$ cat src/rtl/branch_pkg.sv
// Shared types and operand-need lookup for the ID-stage branch controller.
package branch_pkg;

    typedef enum logic [2:0] {
        NONE = 3'd0,
        BEQ  = 3'd1,
        BNE  = 3'd2,
        BGTZ = 3'd3,
        J    = 3'd4,
        JR   = 3'd5
    } br_op_t;

    typedef logic [1:0] state_t;
    localparam state_t IDLE = 2'd0;
    localparam state_t WAIT = 2'd1;
    localparam state_t DONE = 2'd2;

    typedef struct packed {
        logic rs;
        logic rt;
    } needs_t;

    // Unused codes 6 and 7 fall into default and behave like NONE.
    function automatic needs_t operand_needs(logic [2:0] op);
        needs_t n;
        n = '0;
        case (br_op_t'(op))
            BEQ, BNE: begin
                n.rs = 1'b1;
                n.rt = 1'b1;
            end
            BGTZ, JR: n.rs = 1'b1;
            default:  n = '0;
        endcase
        return n;
    endfunction

endpackage

$ cat src/rtl/branch_target.sv
// Combinational branch condition and target computation for the ID stage.
module branch_target
    import branch_pkg::*;
(
    input  logic [2:0]  op,
    input  logic [31:0] pc,
    input  logic [15:0] imm16,
    input  logic [25:0] index,
    input  logic [31:0] rs_data,
    input  logic [31:0] rt_data,
    output logic        taken,
    output logic [31:0] target
);

    logic [31:0] pc4;
    logic [31:0] br_tgt;
    logic [31:0] jmp_tgt;

    assign pc4     = pc + 32'd4;
    assign br_tgt  = pc4 + {{14{imm16[15]}}, imm16, 2'b00};
    assign jmp_tgt = {pc4[31:28], index, 2'b00};

    // NOTE: every output gets a default before the case so no latch is inferred.
    always_comb begin
        taken  = 1'b0;
        target = br_tgt;
        case (br_op_t'(op))
            BEQ:  taken = (rs_data == rt_data);
            BNE:  taken = (rs_data != rt_data);
            BGTZ: taken = ($signed(rs_data) > 32'sd0);
            J: begin
                taken  = 1'b1;
                target = jmp_tgt;
            end
            JR: begin
                taken  = 1'b1;
                target = rs_data;
            end
            default: taken = 1'b0;
        endcase
    end

endmodule

$ cat src/rtl/branch_ctrl.sv
// ID-stage branch sequencer: stalls until operands are final, then issues a
// one-cycle registered PC redirect that keeps the delay slot, plus statistics.
module branch_ctrl
    import branch_pkg::*;
#(
    parameter int CNT_W = 32
) (
    input  logic             clk,
    input  logic             rst_n,
    input  logic             id_valid,
    input  logic [2:0]       id_br_op,
    input  logic [31:0]      id_pc,
    input  logic [15:0]      id_imm16,
    input  logic [25:0]      id_index,
    input  logic [31:0]      rs_data,
    input  logic [31:0]      rt_data,
    input  logic             rs_ready,
    input  logic             rt_ready,
    input  logic             kill,
    output logic             stall_o,
    output logic             redirect_valid,
    output logic [31:0]      redirect_pc,
    output logic [CNT_W-1:0] cnt_branch,
    output logic [CNT_W-1:0] cnt_taken,
    output logic [CNT_W-1:0] cnt_wait
);

    state_t      state_q, state_d;
    logic        taken_q;
    logic [31:0] target_q;
    logic        cond_taken;
    logic [31:0] cond_target;
    logic        is_branch;
    logic        ready;
    logic        stall;
    logic        latch;
    logic        inc_wait;
    logic        inc_taken;
    needs_t      needs;

    branch_target u_target (
        .op      (id_br_op),
        .pc      (id_pc),
        .imm16   (id_imm16),
        .index   (id_index),
        .rs_data (rs_data),
        .rt_data (rt_data),
        .taken   (cond_taken),
        .target  (cond_target)
    );

    assign needs     = operand_needs(id_br_op);
    assign ready     = (!needs.rs || rs_ready) && (!needs.rt || rt_ready);
    assign is_branch = id_valid && (id_br_op >= 3'd1) && (id_br_op <= 3'd5);

    always_comb begin
        state_d   = state_q;
        stall     = 1'b0;
        latch     = 1'b0;
        inc_wait  = 1'b0;
        inc_taken = 1'b0;
        if (kill) begin
            state_d = IDLE;
        end else begin
            case (state_q)
                IDLE: begin
                    if (is_branch) begin
                        stall = 1'b1;
                        if (ready) begin
                            latch   = 1'b1;
                            state_d = DONE;
                        end else begin
                            state_d = WAIT;
                        end
                    end
                end
                WAIT: begin
                    stall    = 1'b1;
                    inc_wait = 1'b1;
                    if (ready) begin
                        latch   = 1'b1;
                        state_d = DONE;
                    end
                end
                DONE: begin
                    inc_taken = taken_q;
                    state_d   = IDLE;
                end
                default: state_d = IDLE;
            endcase
        end
    end

    // Stall is held low while reset is asserted even if a branch sits in ID.
    assign stall_o = stall && rst_n;

    // Redirect depends only on state and latched result, never on ID inputs.
    assign redirect_valid = (state_q == DONE) && taken_q;
    assign redirect_pc    = redirect_valid ? target_q : 32'd0;

    // NOTE: sequential state uses non-blocking assignments so every flop samples pre-edge values.
    always_ff @(posedge clk or negedge rst_n) begin
        if (!rst_n) begin
            state_q  <= IDLE;
            taken_q  <= 1'b0;
            target_q <= 32'd0;
        end else begin
            state_q <= state_d;
            if (latch) begin
                taken_q  <= cond_taken;
                target_q <= cond_target;
            end
        end
    end

    always_ff @(posedge clk or negedge rst_n) begin
        if (!rst_n) begin
            cnt_branch <= '0;
            cnt_taken  <= '0;
            cnt_wait   <= '0;
        end else begin
            if (latch)     cnt_branch <= cnt_branch + 1'b1;
            if (inc_taken) cnt_taken  <= cnt_taken + 1'b1;
            if (inc_wait)  cnt_wait   <= cnt_wait + 1'b1;
        end
    end

endmodule
$ cat config.mk
export PLATFORM = sky130hd
export DESIGN_NAME = branch_ctrl
export DESIGN_NICKNAME = d
export VERILOG_FILES = /design/src/rtl/branch_pkg.sv /design/src/rtl/branch_target.sv /design/src/rtl/branch_ctrl.sv
export SDC_FILE = /design/constraint.sdc
export NUM_CORES = 1
export LEC_CHECK = 0
export ABC_AREA = 1
export CAP_MARGIN = 25
export CORE_ASPECT_RATIO = 1.1
export CORE_MARGIN = 4
export CORE_UTILIZATION = 30
export DETAILED_ROUTE_END_ITERATION = 8
export SLEW_MARGIN = 10
export SYNTH_ARGS = -nofsm -noshare
export SYNTH_HDL_FRONTEND = slang
export SYNTH_SLANG_ARGS = --single-unit
$ cat constraint.sdc
create_clock -name clk -period 2.82 [get_ports clk]
set_clock_uncertainty 0.15 [all_clocks]
set_input_delay 0.282 -clock clk [delete_from_list [all_inputs] [get_ports clk]]
set_output_delay 0.282 -clock clk [all_outputs]
set_load 0.02 [all_outputs]
==> results of run 1 <==
-- sequential cells by signal, summed over array words and instances, names as in the netlist --
signal      cells
target_q       32
cnt_taken      32
state_q         2
taken_q         1
cnt_branch     32
cnt_wait       32
-- layer usage --
layer | wire length (um) | GRT usage (%)
met3 | 2023 | 3.325
met1 | 18180 | 26.59
met5 | 0 | 0
met2 | 20230 | 36.48
met4 | 662 | 5.663
-- Yosys cell counts (7+ instances only) --
| cell | number | area, sq um |
|---|---|---|
| xnor2_1 | 72 | 630.6 |
| xor2_1 | 74 | 648.1 |
| or2_2 | 7 | 43.79 |
| nor2_1 | 218 | 818.3 |
| a211oi_1 | 9 | 67.56 |
| inv_1 | 218 | 818.3 |
| nand2_1 | 458 | 1719 |
| buf_2 | 10 | 50.05 |
| a21oi_1 | 44 | 220.2 |
| a22oi_1 | 10 | 75.07 |
| nand4_1 | 37 | 231.5 |
| nand3_1 | 97 | 485.5 |
| ha_1 | 34 | 425.4 |
| nor3_1 | 38 | 190.2 |
| nor2_2 | 8 | 50.05 |
| nor4_1 | 7 | 43.79 |
| dfrtp_1 | 131 | 3278 |
| clkbuf_1 | 8 | 30.03 |
| o21ai_0 | 37 | 185.2 |
| nand3b_1 | 10 | 75.07 |
-- repair_timing --
action                                  4_1_cts  5_1_grt
pin swaps                                     9       25
hold buffers                                  1        0
endpoints found under the setup margin       47       45
setup buffers                                 5        3
endpoints found under the hold margin       131        0
resized for setup                            38      107
gates cloned                                  0        0
-- kinds of logic after synthesis --
family,after synthesis,share of synthesized area [%]
AOI/OAI and AO/OA,118,6.297
buffers and inverters,246,9.017
adders and majority gates,35,4.175
and+or+nand+nor,918,37.80
DFF,131,30.72
xor gates and xnor gates,146,11.98
-- cell type report --
| type | instances | area (sq um) |
|---|---|---|
| Tap cell | 444 | 555.5 |
| Sequential cell | 131 | 3278 |
| Inverter | 223 | 840.8 |
| Clock buffer | 23 | 478.0 |
| Fill cell | 3600 | 19050 |
| Timing Repair Buffer | 422 | 4031 |
| Antenna cell | 1 | 2.502 |
| Multi-Input combinational cell | 1217 | 6799 |
| Clock inverter | 8 | 101.3 |
-- through the flow --
step / instance area [sq um] / worst slack (ns) / hold slack [ns] / instances
3_5_place_dp: 14960 / -0.6572 / 0.3087 / 2428
4_1_cts: 15700 / -0.05280 / 0.3191 / 2465
3_3_place_gp: 14960 / -0.6075 / 0.3089 / 2428
5_1_grt: 16090 / -0.01969 / 0.3384 / 2469
2_1_floorplan: 10670 / 0.1702 / -0.1636 / 1594
6_report: 16090 / 0.1168 / 0.3127 / 2469
-- power groups by stage --
stage / Clock (uW) / Sequential (uW) / Combinational, uW
2_1_floorplan: 0 / 2490 / 991
3_3_place_gp: 0 / 2420 / 2160
3_5_place_dp: 0 / 2430 / 2190
4_1_cts: 2260 / 2390 / 2230
5_1_grt: 2340 / 2430 / 2510
6_report: 2220 / 2400 / 2260
-- worst max-delay path by stage --
stage	from	end	slack, ns	depth (start not counted)
global placement	id_pc[7]	target_q[25]	-0.61	20
finish	state_q[1]	redirect_pc[10]	0.12	7
global route	id_pc[13]	target_q[31]	-0.02	22
floorplan	id_pc[2]	target_q[29]	0.17	19
CTS	id_pc[4]	target_q[25]	-0.05	19
detailed placement	id_pc[6]	target_q[30]	-0.66	18
==> results.sh, run 1 <==
export IMPL_outcome="finished, final reports clean"
export IMPL_internal_power_uw=4558
export IMPL_combPwrFrac_pct=32.9
export IMPL_cts_path_max_buffers=2
export IMPL_synth_edf_count=0
export IMPL_fin_util_pct=45.79
export IMPL_cp_required_ns=2.39
export IMPL_routed_wl_um=41100
export IMPL_synth_fp_nets=1776
export IMPL_hp_start="cnt_taken[31]"
export IMPL_vias_per_cell=4.723
export IMPL_routed_wire_length_per_instance_um=16.65
export IMPL_rr_worst_depth=12
export IMPL_layout_commonest_cell="nand2_1"
export IMPL_drcViolationCount=0
export IMPL_worstSetupPathType="flip-flop to primary output"
export IMPL_io_pins=277
export IMPL_p_sw_uw=2319
export IMPL_syn_to_final_growth_pct=50.76
export IMPL_grt_pass1_wl_um=63240
export IMPL_synth_cells=1594
export IMPL_gp_congestion=0.9099
export IMPL_critPathCaptureType="primary output"
export IMPL_max_freq_ghz=0.3699
export IMPL_finalSetupViolCount=0
export IMPL_netlist_area_sq_um=10670
export IMPL_clk_latency_ns=0.42
export IMPL_critPathMaxStageDelay_ns=0.65
export IMPL_yosysUniqueCellTypes=45
export IMPL_slew_headroom_pct=51.25
export IMPL_port_buffers=276
export IMPL_firstDrtPassIters=6
export IMPL_grt_pass1_vias=11620
export IMPL_hpwl_um=33940
export IMPL_grt_max_degree=132
export IMPL_crit_arrival_ns=2.27
export IMPL_cp_top_family="buffers and inverters"
export IMPL_grt_overflow_total=0
export IMPL_synth_seq_area_share_pct=30.72
export IMPL_fp_dieW_um=187.8
export IMPL_ys_dominant_reg_cell="dfrtp_1"
export IMPL_worst_slew_pin_transition_ns=0.7313
export IMPL_worstPathMaxFanout=10
export IMPL_syn_avg_cell_area_sq_um=6.694
export IMPL_whs_path_depth=1
export IMPL_drive_gt1_share_pct=14.97
export IMPL_finalMaxSlewViolations=0
export IMPL_cp_slowest_cell="clkdlybuf4s50_1"
export IMPL_ir_worst_vdd_mv=0.3882
export IMPL_postRouteAntennaNets=0
export IMPL_drt_iter0_markers=593
export IMPL_worst_path_buf_inv=5
export IMPL_fin_crit_ns=2.703
export IMPL_min_to="cnt_taken[31]"
export IMPL_pwr_share_clk_pct=32.2
export IMPL_antenna_found_initial=1
export IMPL_rrSetupSlack_ns=0.71
export IMPL_cts_root_buf="clkbuf_16"
export IMPL_num_vias=11660
export IMPL_synthArstFlopShare_pct=100.0
export IMPL_die_y_um=205.8
export IMPL_reg2reg_to="cnt_taken[26]"
export IMPL_hold_violations=0
export IMPL_start_kind="flip-flop"
export IMPL_maxCapViolations=0
export IMPL_cts_htree_levels=4
export IMPL_fin_setup_tns_ns=0
export IMPL_power_per_cell_area_nw_per_um2=427.5
export IMPL_cp_cell_sequence="inv_1 > nor3_4 > clkinvlp_4 > buf_12 > buf_4 > nor2_1 > clkdlybuf4s50_1"
export IMPL_synth_warnings=0
export IMPL_grt_total_usage_pct=20.76
export IMPL_r2r_start="state_q[1]"
export IMPL_die_area_sq_um=38650
export IMPL_hold_class="flip-flop to flip-flop"
export IMPL_cts_buffers_inserted=17
export IMPL_most_common_layout_cells="nand2_1, clkdlybuf4s50_1, inv_1, nor2_1, buf_4"
export IMPL_final_nets=2194
export IMPL_core_area_sq_um=35130
export IMPL_rsz0062_at_grt="yes"
export IMPL_cts_tree="done"
export IMPL_start_util_pct=30.37
export IMPL_clk_pin_slew_ns=0.06
export IMPL_clkSinkCount=131
export IMPL_leakage_uw=0.008303
export IMPL_rows=72
export IMPL_finalPower_uw=6877
export IMPL_switching_share_pct=33.73
export IMPL_synth_seq_cells=131
export IMPL_fin_crit_sh_pct=95.86
export IMPL_pwr_share_seq_pct=34.8
No activity file was read; power rests on OpenSTA's default activity.
==> inputs of run 2 (changes only) <==
- SKIP_LAST_GASP: not set -> 1
==> run 2 against run 1 <==
Against the previous run: global-route usage unchanged; count of clock-buffer cells in the layout unchanged; die area unchanged; flip-flop and latch count unchanged; register-to-register slack about the same; critical path type unchanged; largest power group unchanged.
==> results.sh, run 2 (same netlist as run 1, synthesis figures left out) <==
export IMPL_reg2reg_to="cnt_taken[26]"
export IMPL_most_common_layout_cells="nand2_1, clkdlybuf4s50_1, inv_1, nor2_1, buf_4"
export IMPL_fp_dieW_um=187.8
export IMPL_antenna_found_initial=1
export IMPL_die_y_um=205.8
export IMPL_die_area_sq_um=38650
export IMPL_hold_class="flip-flop to flip-flop"
export IMPL_grt_max_degree=132
export IMPL_drive_gt1_share_pct=14.97
export IMPL_crit_arrival_ns=2.26
export IMPL_core_area_sq_um=35130
export IMPL_grt_pass1_vias=11620
export IMPL_grt_overflow_total=0
export IMPL_rsz0062_at_grt="yes"
export IMPL_cts_path_max_buffers=2
export IMPL_leakage_uw=0.008282
export IMPL_finalSetupViolCount=0
export IMPL_cts_buffers_inserted=17
export IMPL_io_pins=277
export IMPL_routed_wl_um=40990
export IMPL_fin_setup_tns_ns=0
export IMPL_rr_worst_depth=10
export IMPL_cts_tree="done"
export IMPL_register_area_sq_um=3278
export IMPL_fillers=3606
export IMPL_gp_congestion=0.9099
export IMPL_rows=72
export IMPL_routed_wire_length_per_instance_um=16.60
export IMPL_layout_commonest_cell="nand2_1"
export IMPL_worstSetupPathType="flip-flop to primary output"
export IMPL_port_buffers=276
export IMPL_finalPower_uw=6875
export IMPL_clk_latency_ns=0.42
export IMPL_grt_total_usage_pct=20.76
export IMPL_cts_root_buf="clkbuf_16"
export IMPL_slew_headroom_pct=51.09
export IMPL_crit_start="state_q[1]"
export IMPL_drcViolationCount=0
export IMPL_cts_htree_levels=4
export IMPL_hp_start="cnt_taken[31]"
export IMPL_whs_path_depth=1
export IMPL_start_kind="flip-flop"
export IMPL_hold_violations=0
export IMPL_grt_pass1_wl_um=63240
export IMPL_num_vias=11640
export IMPL_multi_input_area_sq_um=6779
export IMPL_worstPathMaxFanout=10
export IMPL_syn_to_final_growth_pct=50.53
export IMPL_outcome="finished, final reports clean"
export IMPL_postRouteAntennaNets=0
export IMPL_fin_crit_ns=2.696
export IMPL_final_nets=2194
export IMPL_cp_required_ns=2.39
export IMPL_r2r_start="cnt_taken[1]"
export IMPL_ir_worst_vdd_mv=0.3860
export IMPL_critPathCaptureType="primary output"
export IMPL_power_per_cell_area_nw_per_um2=428.0
export IMPL_min_to="cnt_taken[31]"
export IMPL_maxCapViolations=0
export IMPL_rrSetupSlack_ns=0.70
export IMPL_vias_per_cell=4.716
export IMPL_start_util_pct=30.37
export IMPL_fin_crit_sh_pct=95.60
export IMPL_worst_slew_pin_transition_ns=0.7336
export IMPL_drt_iter0_markers=577
export IMPL_clkSinkCount=131
export IMPL_firstDrtPassIters=5
export IMPL_max_freq_ghz=0.3709
export IMPL_finalMaxSlewViolations=0
export IMPL_clk_pin_slew_ns=0.06
export IMPL_hpwl_um=33940
run 2: cell count changes in the layout (fill, tap and decap cells not counted), sizes merged:
cell / change
clkdlybuf4s50: +2
dlymetal6s2s: -2
run 2: what timing repair did:
action / CTS / global route
pin swaps: 9 / 24
gates resized for setup: 38 / 102
endpoints found under the setup margin: 47 / 45
endpoints found under the hold margin: 131 / 0
setup buffers: 5 / 3
hold buffers: 1 / 0
run 2: through the flow:
stage	instances	hold slack (ns)	util, %	worst slack (ns)	instance area (sq um)
3_5_place_dp	2428	0.3087	42.57	-0.6572	14960
6_report	2469	0.3126	45.72	0.1240	16060
3_3_place_gp	2428	0.3089	42.57	-0.6075	14960
2_1_floorplan	1594	-0.1636	-	0.1702	10670
5_1_grt	2469	0.3384	45.72	-0.05871	16060
4_1_cts	2465	0.3191	44.69	-0.05280	15700
run 2: metal layers:
metal,global-route usage [%],share of wire (%),up-vias
met5,0,0,-
met3,3.325,5.1,33
met2,36.48,49,335
met1,26.59,44,5391
li1,-,-,5885
met4,5.663,1.5,0
run 2: report_power, final:
group	internal (uW)	switching, uW	total [uW]	leakage, uW
clock	1370	848	2220	0.000276
sequential	2150	243	2400	0.00167
combinational	1040	1230	2260	0.00633
total	4560	2320	6870	0.00828
run 2: layout make-up:
type	count	share of cell area (%)
clock buffer	23	2.976
inverter	223	5.235
sequential	131	20.41
multi-input combinational	1217	42.21
tap	444	3.459
antenna	1	0.01558
clock inverter	8	0.6310
timing repair buffer	422	25.07
run 2: worst max-delay path by stage:
stage | to | slack, ns | cells past startpoint
finish | redirect_pc[10] | 0.12 | 7
global route | target_q[31] | -0.06 | 22
CTS | target_q[25] | -0.05 | 19
detailed placement | target_q[30] | -0.66 | 18
global placement | target_q[25] | -0.61 | 20
floorplan | target_q[29] | 0.17 | 19
run 2: critical path: stages, from the launching register on:
cell	delay, ns
dfrtp_1	0.34
inv_1	0.08
nor3_4	0.24
clkinvlp_4	0.14
buf_12	0.16
buf_4	0.15
nor2_1	0.09
clkdlybuf4s50_1	0.65
==> inputs of run 3 (changes only) <==
- ABC_AREA: 1 -> not set
- SKIP_LAST_GASP: 1 -> not set
==> run 3 against run 2 <==
Against the previous run: the flow now finishes with violations (negative setup slack); synthesized cell count fell by 40%; synthesized area fell by 18%; fmax fell by 10%; via count fell by 25%; clock power rose by 5%; first-iteration DRC count fell by 35%; sequential share of layout area rose by 2.8 points; setup slack got worse by 0.30 ns; largest cell class unchanged.
==> results.sh, run 3 <==
export IMPL_grt_pass1_wl_um=48940
export IMPL_ys_dominant_reg_cell="dfrtp_1"
export IMPL_fin_crit_ns=2.995
export IMPL_synth_seq_area_share_pct=37.36
export IMPL_drive_gt1_share_pct=20.93
export IMPL_core_area_sq_um=28790
export IMPL_pwr_share_seq_pct=35.7
export IMPL_yosysMostFrequentCell="dfrtp_1"
export IMPL_start_kind="input port"
export IMPL_gp_congestion=0.9027
export IMPL_antenna_found_initial=0
export IMPL_netlist_area_sq_um=8773
export IMPL_die_area_sq_um=32050
export IMPL_clkSinkCount=131
export IMPL_p_sw_uw=1838
export IMPL_worstSetupPathType="input port to flip-flop"
export IMPL_drcViolationCount=0
export IMPL_placed_cell_area_sq_um=13130
export IMPL_clk_pin_slew_ns=0.06
export IMPL_grt_max_degree=132
export IMPL_synth_edf_count=0
export IMPL_syn_avg_cell_area_sq_um=9.158
export IMPL_rsz0062_at_grt="yes"
export IMPL_drt_iter0_markers=376
export IMPL_crit_arrival_ns=3.18
export IMPL_fin_setup_tns_ns=-0.6282
export IMPL_num_antenna_cells=0
export IMPL_pwr_share_clk_pct=36.9
export IMPL_postRouteAntennaNets=0
export IMPL_stdcell_count=1782
export IMPL_outcome="finished with violations"
export IMPL_finalSetupViolCount=7
export IMPL_cp_slowest_cell="or3b_1"
export IMPL_routed_wl_um=30910
export IMPL_yosysTopAreaCellShare_pct=37.36
export IMPL_maxCapViolations=0
export IMPL_fillers=2741
export IMPL_internal_power_uw=4502
export IMPL_yosysTopAreaCell="dfrtp_1"
export IMPL_routed_wire_length_per_instance_um=17.35
export IMPL_grt_overflow_total=0
export IMPL_critPathMaxStageDelay_ns=0.35
export IMPL_hold_class="flip-flop to flip-flop"
export IMPL_critPathCaptureType="flip-flop"
export IMPL_num_vias=8768
export IMPL_worstPathMaxFanout=3
export IMPL_cts_root_buf="clkbuf_16"
export IMPL_slew_headroom_pct=53.79
export IMPL_fin_crit_sh_pct=106.2
export IMPL_power_per_cell_area_nw_per_um2=448.9
export IMPL_final_nets=1583
export IMPL_ir_worst_vdd_mv=0.3158
export IMPL_synthArstFlopShare_pct=100.0
export IMPL_most_common_layout_cells="clkdlybuf4s50_1, buf_4, dfrtp_1, xnor2_1, nand2_1"
export IMPL_clk_latency_ns=0.41
export IMPL_start_util_pct=30.47
export IMPL_max_freq_ghz=0.3339
export IMPL_synth_warnings=0
export IMPL_worst_slew_pin_transition_ns=0.6931
export IMPL_cts_tree="done"
export IMPL_cp_cell_sequence="buf_6 > and4_4 > buf_4 > nand3_4 > buf_4 > nor3_4 > nand2_1 > xnor2_1 > ha_1 > nor2b_1 > o21a_1 > a311o_1 > a211o_1 > nand3_1 > or3b_1 > a31oi_1"
export IMPL_finalMaxSlewViolations=0
export IMPL_cts_htree_levels=4
export IMPL_critical_path_most_common_cell="buf_4"
export IMPL_fp_dieW_um=171.1
export IMPL_io_pins=277
export IMPL_post_place_cells=1735
export IMPL_violations="negative setup slack"
export IMPL_firstDrtPassIters=5
export IMPL_die_y_um=187.4
export IMPL_leakage_uw=0.006200
export IMPL_synth_common_cells="dfrtp_1, xnor2_1, nand2_1"
export IMPL_cts_path_max_buffers=2
export IMPL_layout_commonest_cell="clkdlybuf4s50_1"
export IMPL_hpwl_um=25290
export IMPL_cts_buffers_inserted=17
export IMPL_synth_area_leaders="dfrtp_1, xnor2_1, xor2_1"
export IMPL_synth_seq_cells=131
export IMPL_vias_per_cell=4.920
export IMPL_rows=65
export IMPL_port_buffers=276
export IMPL_grt_pass1_vias=8905
export IMPL_switching_share_pct=29.00
export IMPL_final_area_sq_um=14120
export IMPL_grt_total_usage_pct=19.14
export IMPL_hold_violations=0
export IMPL_cp_required_ns=3.00
export IMPL_setup_ws_ns=-0.1747
export IMPL_syn_to_final_growth_pct=61.00
export IMPL_synth_cells=958
export IMPL_fin_hold_ws_ns=0.3178
export IMPL_yosysUniqueCellTypes=65
export IMPL_synth_fp_nets=1140
export IMPL_combPwrFrac_pct=27.4
## run 3: routing by layer
| layer | track usage, % | vias up | share of wire, % |
|---|---|---|---|
| li1 | - | 4305 | - |
| met1 | 24.72 | 4119 | 43 |
| met2 | 32.36 | 310 | 48 |
| met3 | 4.544 | 32 | 6.8 |
| met4 | 4.419 | 2 | 1.9 |
| met5 | 0 | - | 0.016 |
## run 3: cells by family after synthesis
| logic type | Yosys count | share of synthesized area (%) |
|---|---|---|
| compound gates | 155 | 10.82 |
| mux | 33 | 3.822 |
| buf+inv | 43 | 2.253 |
| xor+xnor | 176 | 17.57 |
| fa+ha+maj | 35 | 5.077 |
| simple gates | 385 | 23.09 |
| flops | 131 | 37.36 |
## run 3: cell type report
class,count,area [sq um],share of cell area (%)
sequential,131,3278,23.21
inverter,11,41.29,0.2923
timing repair buffer,456,4115,29.13
multi-input combinational,784,5603,39.67
clock buffer,20,446.7,3.162
tap,368,460.4,3.260
clock inverter,12,180.2,1.276
## run 3: worst paths after layout
check | from | end | slack [ns] | depth (start not counted)
setup / recovery | id_pc[7] | target_q[30] | -0.17 | 16
hold / removal | target_q[5] | target_q[5] | 0.32 | 2
setup reg to reg | state_q[0] | cnt_taken[31] | 0.51 | 9
hold reg to reg | target_q[5] | target_q[5] | 0.32 | 2
max in group asynchronous | rst_n | cnt_branch[0] | 1.60 | 3
min in group asynchronous | rst_n | cnt_taken[25] | 0.43 | 3
## run 3: what timing repair did
item / in CTS / in global routing
setup endpoints to repair: 19 / 16
hold endpoints to repair: 131 / 0
resized for setup: 111 / 31
pin swaps: 44 / 31
setup buffers: 11 / 4
hold buffers: 1 / 0
## run 3: power groups by stage
stage / logic (uW) / clock network (uW) / registers [uW]
CTS: 1710 / 2410 / 2270
finish: 1730 / 2340 / 2260
detailed placement: 1670 / 0 / 2300
floorplan: 734 / 0 / 2320
global placement: 1650 / 0 / 2290
global route: 1900 / 2490 / 2300
## run 3: metrics by stage
step | total power (uW) | setup WS, ns | utilization [%]
4_1_cts | 6386 | -0.1369 | 48.48
3_5_place_dp | 3971 | -1.078 | 45.59
6_report | 6341 | -0.1747 | 49.06
3_3_place_gp | 3941 | -0.9844 | 45.59
5_1_grt | 6697 | -0.3351 | 49.06
2_1_floorplan | 3055 | -0.4364 | -
## run 3: worst max-delay path: cells and delay by family
family / cells / cell delay (ns)
and+or+nand+nor: 7 / 1.18
AOI/OAI and AO/OA: 4 / 0.89
buffers and inverters: 3 / 0.35
adders and majority gates: 1 / 0.32
xor gates and xnor gates: 1 / 0.15
